### config.mk
export PLATFORM = sky130hd
export DESIGN_NAME = dac_ddr_tx
export DESIGN_NICKNAME = d
export VERILOG_FILES = /design/src/rtl/dac_ddr_tx.sv
export SDC_FILE = /design/constraint.sdc
export NUM_CORES = 1
export LEC_CHECK = 0
export ABC_CLOCK_PERIOD_IN_PS = 3450
export BUFFER_PORTS_ARGS = -buffer_cell sky130_fd_sc_hd__buf_2
export CAP_MARGIN = 20
export CELL_PAD_IN_SITES_DETAIL_PLACEMENT = 2
export CELL_PAD_IN_SITES_GLOBAL_PLACEMENT = 2
export CORE_UTILIZATION = 32
export DETAILED_ROUTE_END_ITERATION = 10
export GPL_ROUTABILITY_DRIVEN = 0
export PLACE_DENSITY_LB_ADDON = 0.05
export SYNTH_ARGS = -nofsm -noshare
export SYNTH_HDL_FRONTEND = slang
export SYNTH_SLANG_ARGS = --single-unit
### constraint.sdc
create_clock -name dac_clk -period 3.45 [get_ports dac_clk]
set_input_delay 0.1725 -clock dac_clk [delete_from_list [all_inputs] [get_ports dac_clk]]
set_output_delay 0.1725 -clock dac_clk [all_outputs]
set_load 0.02 [all_outputs]
### src/rtl/dac_ddr_tx.sv
// DDR DAC transmit front end: IDLE/SYNC/TRAIN/RUN sequencer, pattern sources,
// optional offset-binary encoding and a saturating underflow counter.
module dac_ddr_tx #(
    parameter int NBITS        = 12,
    parameter int SYNC_CYCLES  = 16,
    parameter int TRAIN_CYCLES = 64,
    parameter int OFFSET_BIN   = 0
) (
    input  logic             dac_clk,
    input  logic             user_rst,
    input  logic             user_enable,
    input  logic             user_sync,
    input  logic             user_valid,
    input  logic [1:0]       pattern_sel,
    input  logic             cnt_clr,
    input  logic [NBITS-1:0] da_0,
    input  logic [NBITS-1:0] da_1,
    input  logic [NBITS-1:0] db_0,
    input  logic [NBITS-1:0] db_1,
    output logic [NBITS-1:0] txa_0,
    output logic [NBITS-1:0] txa_1,
    output logic [NBITS-1:0] txb_0,
    output logic [NBITS-1:0] txb_1,
    output logic             sync_out_0,
    output logic             sync_out_1,
    output logic             tx_ready,
    output logic [15:0]      underflow_cnt
);

    typedef enum logic [1:0] {
        ST_IDLE  = 2'd0,
        ST_SYNC  = 2'd1,
        ST_TRAIN = 2'd2,
        ST_RUN   = 2'd3
    } state_t;

    function automatic logic [NBITS-1:0] f_train_word();
        logic [NBITS-1:0] w;
        w = {NBITS{1'b0}};
        for (int i = 0; i < NBITS; i++) begin
            w[i] = ((NBITS - 1 - i) % 2 == 0);
        end
        return w;
    endfunction

    localparam logic [NBITS-1:0] TRAIN_W   = f_train_word();
    localparam logic [NBITS-1:0] ENC_MASK  = (OFFSET_BIN != 0) ? {1'b1, {(NBITS-1){1'b0}}}
                                                               : {NBITS{1'b0}};
    localparam logic [NBITS-1:0] MID_ENC   = ENC_MASK;
    localparam logic [NBITS-1:0] RAMP_STEP = {{(NBITS-1){1'b0}}, 1'b1} << 1;
    localparam logic [NBITS-1:0] ONE_W     = {{(NBITS-1){1'b0}}, 1'b1};
    localparam logic [15:0]      SYNC_LOAD  = 16'(SYNC_CYCLES - 1);
    localparam logic [15:0]      TRAIN_LOAD = 16'(TRAIN_CYCLES - 1);

    // Midscale is the all-zero two's-complement word, so encoding is a single MSB flip.
    function automatic logic [NBITS-1:0] f_enc(input logic [NBITS-1:0] w);
        return w ^ ENC_MASK;
    endfunction

    state_t           r_state;
    logic [15:0]      r_cnt;
    logic [NBITS-1:0] r_ramp;
    logic             r_sync_d;
    logic [NBITS-1:0] r_txa_0, r_txa_1, r_txb_0, r_txb_1;
    logic             r_sync_out, r_tx_ready;
    logic [15:0]      r_uflow_cnt;

    logic [NBITS-1:0] w_a0, w_a1, w_b0, w_b1;
    logic             w_sync, w_ready, w_uflow, w_sync_rise;

    assign w_sync_rise = user_sync & ~r_sync_d;

    // Source selection for the word pair launched at the next edge.
    always_comb begin
        w_a0    = {NBITS{1'b0}};
        w_a1    = {NBITS{1'b0}};
        w_b0    = {NBITS{1'b0}};
        w_b1    = {NBITS{1'b0}};
        w_sync  = 1'b0;
        w_ready = 1'b0;
        w_uflow = 1'b0;
        case (r_state)
            ST_IDLE: w_sync = 1'b0;
            ST_SYNC: w_sync = 1'b1;
            ST_TRAIN: begin
                w_a0 = TRAIN_W;  w_a1 = ~TRAIN_W;
                w_b0 = TRAIN_W;  w_b1 = ~TRAIN_W;
            end
            ST_RUN: begin
                w_ready = 1'b1;
                case (pattern_sel)
                    2'd0: begin
                        if (user_valid) begin
                            w_a0 = da_0;  w_a1 = da_1;
                            w_b0 = db_0;  w_b1 = db_1;
                        end else begin
                            w_uflow = 1'b1;
                        end
                    end
                    2'd1: begin
                        w_a0 = r_ramp;  w_a1 = r_ramp + ONE_W;
                        w_b0 = r_ramp;  w_b1 = r_ramp + ONE_W;
                    end
                    2'd2: w_uflow = 1'b0;
                    2'd3: begin
                        w_a0 = TRAIN_W;  w_a1 = ~TRAIN_W;
                        w_b0 = TRAIN_W;  w_b1 = ~TRAIN_W;
                    end
                    default: w_uflow = 1'b0;
                endcase
            end
            default: w_sync = 1'b0;
        endcase
    end

    // Sequencer, shared SYNC/TRAIN down-counter, ramp generator and sync edge register.
    always_ff @(posedge dac_clk or posedge user_rst) begin
        if (user_rst) begin
            r_state  <= ST_IDLE;
            r_cnt    <= 16'd0;
            r_ramp   <= {NBITS{1'b0}};
            r_sync_d <= 1'b0;
        end else begin
            r_sync_d <= user_sync;
            if (!user_enable) begin
                r_state <= ST_IDLE;
                r_cnt   <= 16'd0;
            end else begin
                case (r_state)
                    ST_IDLE: begin
                        r_state <= ST_SYNC;
                        r_cnt   <= SYNC_LOAD;
                    end
                    ST_SYNC: begin
                        if (r_cnt == 16'd0) begin
                            r_state <= ST_TRAIN;
                            r_cnt   <= TRAIN_LOAD;
                        end else begin
                            r_cnt <= r_cnt - 16'd1;
                        end
                    end
                    ST_TRAIN: begin
                        if (w_sync_rise) begin
                            r_state <= ST_SYNC;
                            r_cnt   <= SYNC_LOAD;
                        end else if (r_cnt == 16'd0) begin
                            r_state <= ST_RUN;
                        end else begin
                            r_cnt <= r_cnt - 16'd1;
                        end
                    end
                    ST_RUN: begin
                        if (w_sync_rise) begin
                            r_state <= ST_SYNC;
                            r_cnt   <= SYNC_LOAD;
                        end
                    end
                    default: begin
                        r_state <= ST_IDLE;
                        r_cnt   <= 16'd0;
                    end
                endcase
            end
            // The ramp is parked at zero outside RUN so it always restarts from 0.
            if (r_state == ST_RUN) begin
                if (pattern_sel == 2'd1) begin
                    r_ramp <= r_ramp + RAMP_STEP;
                end
            end else begin
                r_ramp <= {NBITS{1'b0}};
            end
        end
    end

    // Output word, sync and ready registers feeding the DDR cells.
    always_ff @(posedge dac_clk or posedge user_rst) begin
        if (user_rst) begin
            r_txa_0    <= MID_ENC;
            r_txa_1    <= MID_ENC;
            r_txb_0    <= MID_ENC;
            r_txb_1    <= MID_ENC;
            r_sync_out <= 1'b0;
            r_tx_ready <= 1'b0;
        end else begin
            r_txa_0    <= f_enc(w_a0);
            r_txa_1    <= f_enc(w_a1);
            r_txb_0    <= f_enc(w_b0);
            r_txb_1    <= f_enc(w_b1);
            r_sync_out <= w_sync;
            r_tx_ready <= w_ready;
        end
    end

    // Saturating underflow counter; a clear beats a same-cycle increment.
    always_ff @(posedge dac_clk or posedge user_rst) begin
        if (user_rst) begin
            r_uflow_cnt <= 16'd0;
        end else if (cnt_clr) begin
            r_uflow_cnt <= 16'd0;
        end else if (w_uflow && (r_uflow_cnt != 16'hFFFF)) begin
            r_uflow_cnt <= r_uflow_cnt + 16'd1;
        end else begin
            r_uflow_cnt <= r_uflow_cnt;
        end
    end

    assign txa_0         = r_txa_0;
    assign txa_1         = r_txa_1;
    assign txb_0         = r_txb_0;
    assign txb_1         = r_txb_1;
    assign sync_out_0    = r_sync_out;
    assign sync_out_1    = r_sync_out;
    assign tx_ready      = r_tx_ready;
    assign underflow_cnt = r_uflow_cnt;

endmodule

==> metrics, run 1 <==
core area 0.0139 mm²; CTS tree yes; first-pass GRT wire length about 22000 µm; # Post-CTS Setup Buffers 0; via count 3853; critical path depth 7; vias in the first global route approximately 4100; final wirelength 13500 µm; Root Buffer clkbuf_16; drt pass-1 iters 4; clock-pin slew on the worst setup and hold paths 70 ps; most frequent cells in the layout 122 x buf_2, 96 x dfrtp_1, 64 x nand2_1; CP bufs+invs 1; syn_nets 509; port bufs 122; Core Rows between 40 and 50; Worst EP required 3720 ps; layout cell share with drive strength beyond 1 27.4%; Setup TNS 0 ps; number of diodes 0; Ports 123; Slew Viols, Final 0; initial DRC count 154; fin crit share 74.4%; RSZ-0062 raised after global routing no; H-tree Lvls 3; Avg Cell Area, Syn 10.2 µm²; pin count of the biggest net entering global routing 45; CTS Sinks 96; post-layout util approximately 41%; #FFs+latches synth 96; crit-path cells inv_1 > ha_1 > or4b_1 > or2_1 > o31ai_4 > nor2_1 > a21oi_1; DRC 0; critical-path cell with the highest stage delay or4b_1; sequential share of the synthesized area 52.9%; Layout Skew roughly 4.7 ps; final worst slack 882 ps; synthesized area roughly 0.0045 mm²; Post-Syn Instances 447; CP Data Arrival Time 2830 ps; number of flops mapped to enable cells by yosys 0; Async SR Flop Fraction between 90% and 100%; commonest non-fill, non-tap cell in the layout buf_2; Die Span X roughly 120 µm; ANT nets after route 0; R2R depth 7; setup violators final 0; GRT Resource Usage Total between 10% and 20%; Tightest Pin Transition approximately 710 ps; status completed; DIE AREA ~0.015 mm²; worst-path maximum fanout 10; crit path time final 2570 ps; clk_lat worst skew 350 ps; slowest stage delay, CP 570 ps; max_cap viols 0; worst vdd ir 0.201 mV; path type of the worst setup path register to register; PwrDens 552 mW/mm²; HPWL after DPL between 9000 and 10000 µm; WHS Path Cells 2; static leakage 3.13 nW; initial antenna violation count 0; Die Y 121 µm; most used flip-flop cell after synthesis dfrtp_1; P&R area growth vs syn 25.6%; Initial Utilization 32.7%; crit end category register; routed len/inst about 18 µm; Worst path top cell family by delay simple AND/OR/NAND/NOR gates; Via density 5.14; CTS buffer count 9; f_max 0.389 GHz; clock buffer depth 2; HP Class input pin to register; Yosys warnings 0; relative slew slack between 50% and 60%; Worst setup SP type register; synth unique cells 53; endpoints failing hold 0; Overflow after GRT 0; nets about 630; DP Worst Slack around 870 ps
layer usage:
metal / vias up / track usage, % / wire length, µm
met5: - / 0 / 0
met4: 0 / 6.87 / 210
met3: 14 / 5.08 / 689
met2: 77 / 33.6 / 6840
met1: 1952 / 22.9 / 5750
li1: 1810 / - / -
per-stage QoR:
stage          hold WS [ps]  cells  instance area (µm²)  total power, mW
2_1_floorplan           204    447                 4540             1.77
3_3_place_gp            269    731                 5330             1.96
3_5_place_dp            270    731                 5330             1.99
4_1_cts                24.6    749                 5700             3.20
5_1_grt                27.1    749                 5700             3.31
6_report               38.3    749                 5700             3.15
power by group:
group	internal, mW	switching (mW)	total (mW)
registers	1.20	0.0640	1.27
clock network	0.733	0.452	1.18
logic	0.269	0.428	0.696
cells by family after synthesis:
logic type      share of synthesized area (%)
compound gates                           18.7
xor+xnor                                 4.44
fa+ha+maj                                1.65
buf+inv                                  2.92
flops                                    52.9
mux                                     0.441
simple gates                             18.9
final timing paths:
kind | from | endpoint | slack, ps
worst max-delay path | r_cnt[0]$_DFFE_PP0P_ | r_cnt[14]$_DFFE_PP0P_ | 880
worst min-delay path | db_0[10] | txb_0[10]$_DFF_PP0_ | 40
worst max register to register | r_cnt[0]$_DFFE_PP0P_ | r_cnt[14]$_DFFE_PP0P_ | 880
worst min register to register | r_cnt[11]$_DFFE_PP0P_ | r_cnt[11]$_DFFE_PP0P_ | 540
max in group asynchronous | user_rst | txb_0[7]$_DFF_PP0_ | 2210
min in group asynchronous | user_rst | underflow_cnt[14]$_DFFE_PP0P_ | 440
worst register-to-register path, delay by kind of cell, from the launching register on:
family	cells	cell delay, ps
simple gates	3	1080
compound gates	2	670
flops	1	410
fa+ha+maj	1	220
buf+inv	1	120
state kept, by name (all words and copies together) (netlist names):
name and cells:
r_ramp 11, txa_0 12, sync_out_0 1, underflow_cnt 16, txb_1 12, r_cnt 16
r_state 2, txa_1 12, tx_ready 1, r_sync_d 1, txb_0 12
layout make-up:
| type | instances | area, µm² |
|---|---|---|
| well taps | 180 | 225 |
| inverters | 10 | 40.0 |
| clock buffers | 10 | 239 |
| multi-input cells | 317 | 2010 |
| repair buffers | 130 | 676 |
| clock inverters | 6 | 113 |
| fillers | 1519 | 8180 |
| flip-flops and latches | 96 | 2400 |
cell usage after synthesis (4+ instances only):
master	instances	area (µm²)
nand3_1	10	50.1
nor2_1	26	97.6
o21ai_0	25	125
and4_1	5	43.8
a22o_1	19	166
inv_1	10	37.5
ha_1	6	75.1
nor2b_1	4	25.0
nand4_1	6	37.5
xor2_1	8	70.1
and3_1	7	43.8
a211oi_1	4	30.0
a21o_1	27	203
a21oi_1	11	55.1
nor3_1	11	55.1
nand2_1	64	240
dfrtp_1	96	2400
o21a_1	4	30.0
clkbuf_1	19	71.3
xnor2_1	15	131
and2_1	14	87.6
or3_1	4	25.0
o22ai_1	4	25.0
what timing repair did:
action / CTS / global route
hold buffers: 2 / 0
gates resized for setup: 0 / 0
endpoints found under the hold margin: 43 / 0
(Power assumes the default switching activity.)
==> inputs of run 2 (changes only) <==
- ABC_CLOCK_PERIOD_IN_PS: 3450 -> 2250
- CORE_UTILIZATION: 32 -> 29
- clock period: 3.45 -> 2.25 ns (I/O delays scaled with it)
==> run 2 against run 1 <==
Critical path depth fell by 1. Global-route usage rose by 0.20 points. The flow now finishes with violations (negative setup slack). Hold slack got worse by 34 ps. Critical path type unchanged. Largest power group unchanged. Core utilization fell by 0.60 points. Sequential power rose by 51%. Via count rose by 5.4%. Flip-flop and latch count did not move. Combinational power rose by 120%. Highest routed layer unchanged. Register-to-register slack got worse by 900 ps. Total power rose by 57%. Sequential share of layout area fell by 3.2 points.
==> metrics, run 2 (synthesis gave the netlist of run 1 again) <==
failing checks negative setup slack; routed len/inst 17.9 µm (-0.68%); CP Data Arrival Time 2510 ps (-320 ps); Switch Pwr 1.56 mW (+66%); slowest stage delay, CP 480 ps (-90 ps); Slew Viols, Final 0 (unchanged); crit end category register; PwrDens 798 mW/mm² (+45%); endpoints failing hold 0 (unchanged); Setup TNS -17.5 ps (-17.5 ps); CTS Sinks 96 (unchanged); Tightest Pin Transition 614 ps (-91.2 ps); Reg-to-Reg Start r_cnt[1]$_DFFE_PP0P_; path type of the worst setup path register to register; final worst slack -17.5 ps (-900 ps); P&R area growth vs syn 36.1%; end of the worst hold path txb_0[8]$_DFF_PP0_; Worst path top cell family by delay simple AND/OR/NAND/NOR gates; Worst EP required 2490 ps (-1230 ps); Die Y 127 µm (+5.0%); status finished with violations; HP Class input pin to register; H-tree Lvls 3 (unchanged); Switching Fraction 31.7% (+1.7 points); GRT met1 Usage 22.5% (-0.46 points); clock power share 30.3% (-7.4 points); CP bufs+invs 1 (unchanged); Overflow after GRT 0 (unchanged); DRC 0 (unchanged); ANT nets after route 0 (unchanged); Via density 4.89 (-5.0%); via count 4060 (+5.4%); FF-to-FF End r_cnt[11]$_DFFE_PP0P_; Worst setup SP type register; commonest non-fill, non-tap cell in the layout buf_2; Die Span X 127 µm (+5.0%); Core Rows 45 (+4.7%); reg2reg setup slack -20 ps (-900 ps); layout cell share with drive strength beyond 1 31.7% (+4.2 points); relative slew slack 58.7% (+5.8 points); initial DRC count 105 (-32%); static leakage 3.34 nW (+6.7%); GR met3 Demand/Resource 5.57% (+0.49 points); initial antenna violation count 0 (unchanged); crit-path cells buf_6 > or4_4 > or3_4 > or4_4 > a21o_1 > a32o_1; R2R depth 6 (-1); RSZ-0062 raised after global routing yes; clock-pin slew on the worst setup and hold paths 70 ps (about the same); met2 track demand over resource 36.0% (+2.4 points); worst hold start db_0[8]; WHS Path Cells 2 (unchanged); setup violators final 1 (+1); GRT Max-Usage Layer met2; crit path time final 2270 ps (-300 ps); final wirelength 14900 µm (+10%); nets 677 (+8.1%); DIE AREA 0.0162 mm² (+10%); HPWL after DPL 10300 µm (+5.8%); CTS tree yes; pin count of the biggest net entering global routing 97 (+120%); Layout Skew 10.2 ps (+5.46 ps); vias in the first global route 4565 (+10%); max_cap viols 0 (unchanged); drt pass-1 iters 4 (unchanged); CP dominant cell by count or4_4; port bufs 122 (unchanged); Initial Utilization 29.7% (-3.0 points); critical-path cell with the highest stage delay or4_4; Logic pwr share 30.8% (+8.7 points); Ports 123 (unchanged); fin crit share 101% (+26 points); Root Buffer clkbuf_16; worst vdd ir 0.378 mV (+88%); CTS buffer count 9 (unchanged); GRT Resource Usage Total 19.6% (+0.20 points); f_max 0.441 GHz (+13%); worst-path maximum fanout 3 (-7); clk_lat worst skew 350 ps (about the same); Flop pwr share 38.9% (-1.3 points); Int Pwr 3.37 mW (+53%); overall power 4.93 mW (+57%); clock buffer depth 2 (unchanged); core area 0.0153 mm² (+9.9%); most frequent cells in the layout 122 x buf_2, 96 x dfrtp_1, 63 x nand2_1; first-pass GRT wire length 24400 µm (+12%)
==> run 2: power groups by stage <==
stage | Clock, mW | Sequential, mW | Combinational (mW)
floorplan | 0 | 2.02 | 0.700
global placement | 0 | 1.94 | 1.31
detailed placement | 0 | 1.95 | 1.36
CTS | 1.56 | 1.92 | 1.51
global route | 1.61 | 1.93 | 1.66
finish | 1.49 | 1.92 | 1.52
==> run 2: per-stage QoR <==
stage | hold slack, ps | util (%) | instances | area [µm²] | setup WS (ps)
final | 4.49 | 40.5 | 831 | 6170 | -17.5
after global routing | 9.20 | 40.5 | 830 | 6170 | -88.1
after CTS | 0.494 | 40.3 | 830 | 6150 | -21.9
after detailed placement | 247 | 36.7 | 792 | 5610 | -130
after global placement | 242 | 36.7 | 792 | 5610 | -10.1
after floorplan | 144 | - | 447 | 4540 | 15.7
==> run 2: routing by layer <==
metal  up-vias  wire length, µm
li1       1913                -
met1      2057             6360
met2        82             7700
met3         8              687
met4         0              108
met5         -                0
==> run 2: area by class of cell <==
class                           instances  area (µm²)
Multi-Input combinational cell        317        2060
Tap cell                              211         264
Timing Repair Buffer                  181        1130
Fill cell                            1666        9080
Antenna cell                            1        2.50
Inverter                               10        41.3
Clock buffer                           13         260
Clock inverter                          2        15.0
Sequential cell                        96        2400
==> run 2: timing repair <==
| item | CTS | global route |
|---|---|---|
| setup buffers | 2 | 0 |
| gates resized for setup | 10 | 8 |
| pin swaps | 3 | 3 |
| hold buffers | 21 | 0 |
| setup endpoints to repair | 15 | 29 |
| endpoints found under the hold margin | 116 | 0 |
==> run 2: worst max-delay path by stage <==
stage | startpoint | end | depth (start not counted)
2_1_floorplan | r_cnt[0]$_DFFE_PP0P_ | r_cnt[11]$_DFFE_PP0P_ | 8
3_3_place_gp | r_cnt[1]$_DFFE_PP0P_ | r_cnt[15]$_DFFE_PP0P_ | 7
3_5_place_dp | r_cnt[0]$_DFFE_PP0P_ | r_cnt[3]$_DFFE_PP0P_ | 9
4_1_cts | r_cnt[1]$_DFFE_PP0P_ | r_cnt[11]$_DFFE_PP0P_ | 6
5_1_grt | r_cnt[1]$_DFFE_PP0P_ | r_cnt[15]$_DFFE_PP0P_ | 6
6_report | r_cnt[1]$_DFFE_PP0P_ | r_cnt[11]$_DFFE_PP0P_ | 6
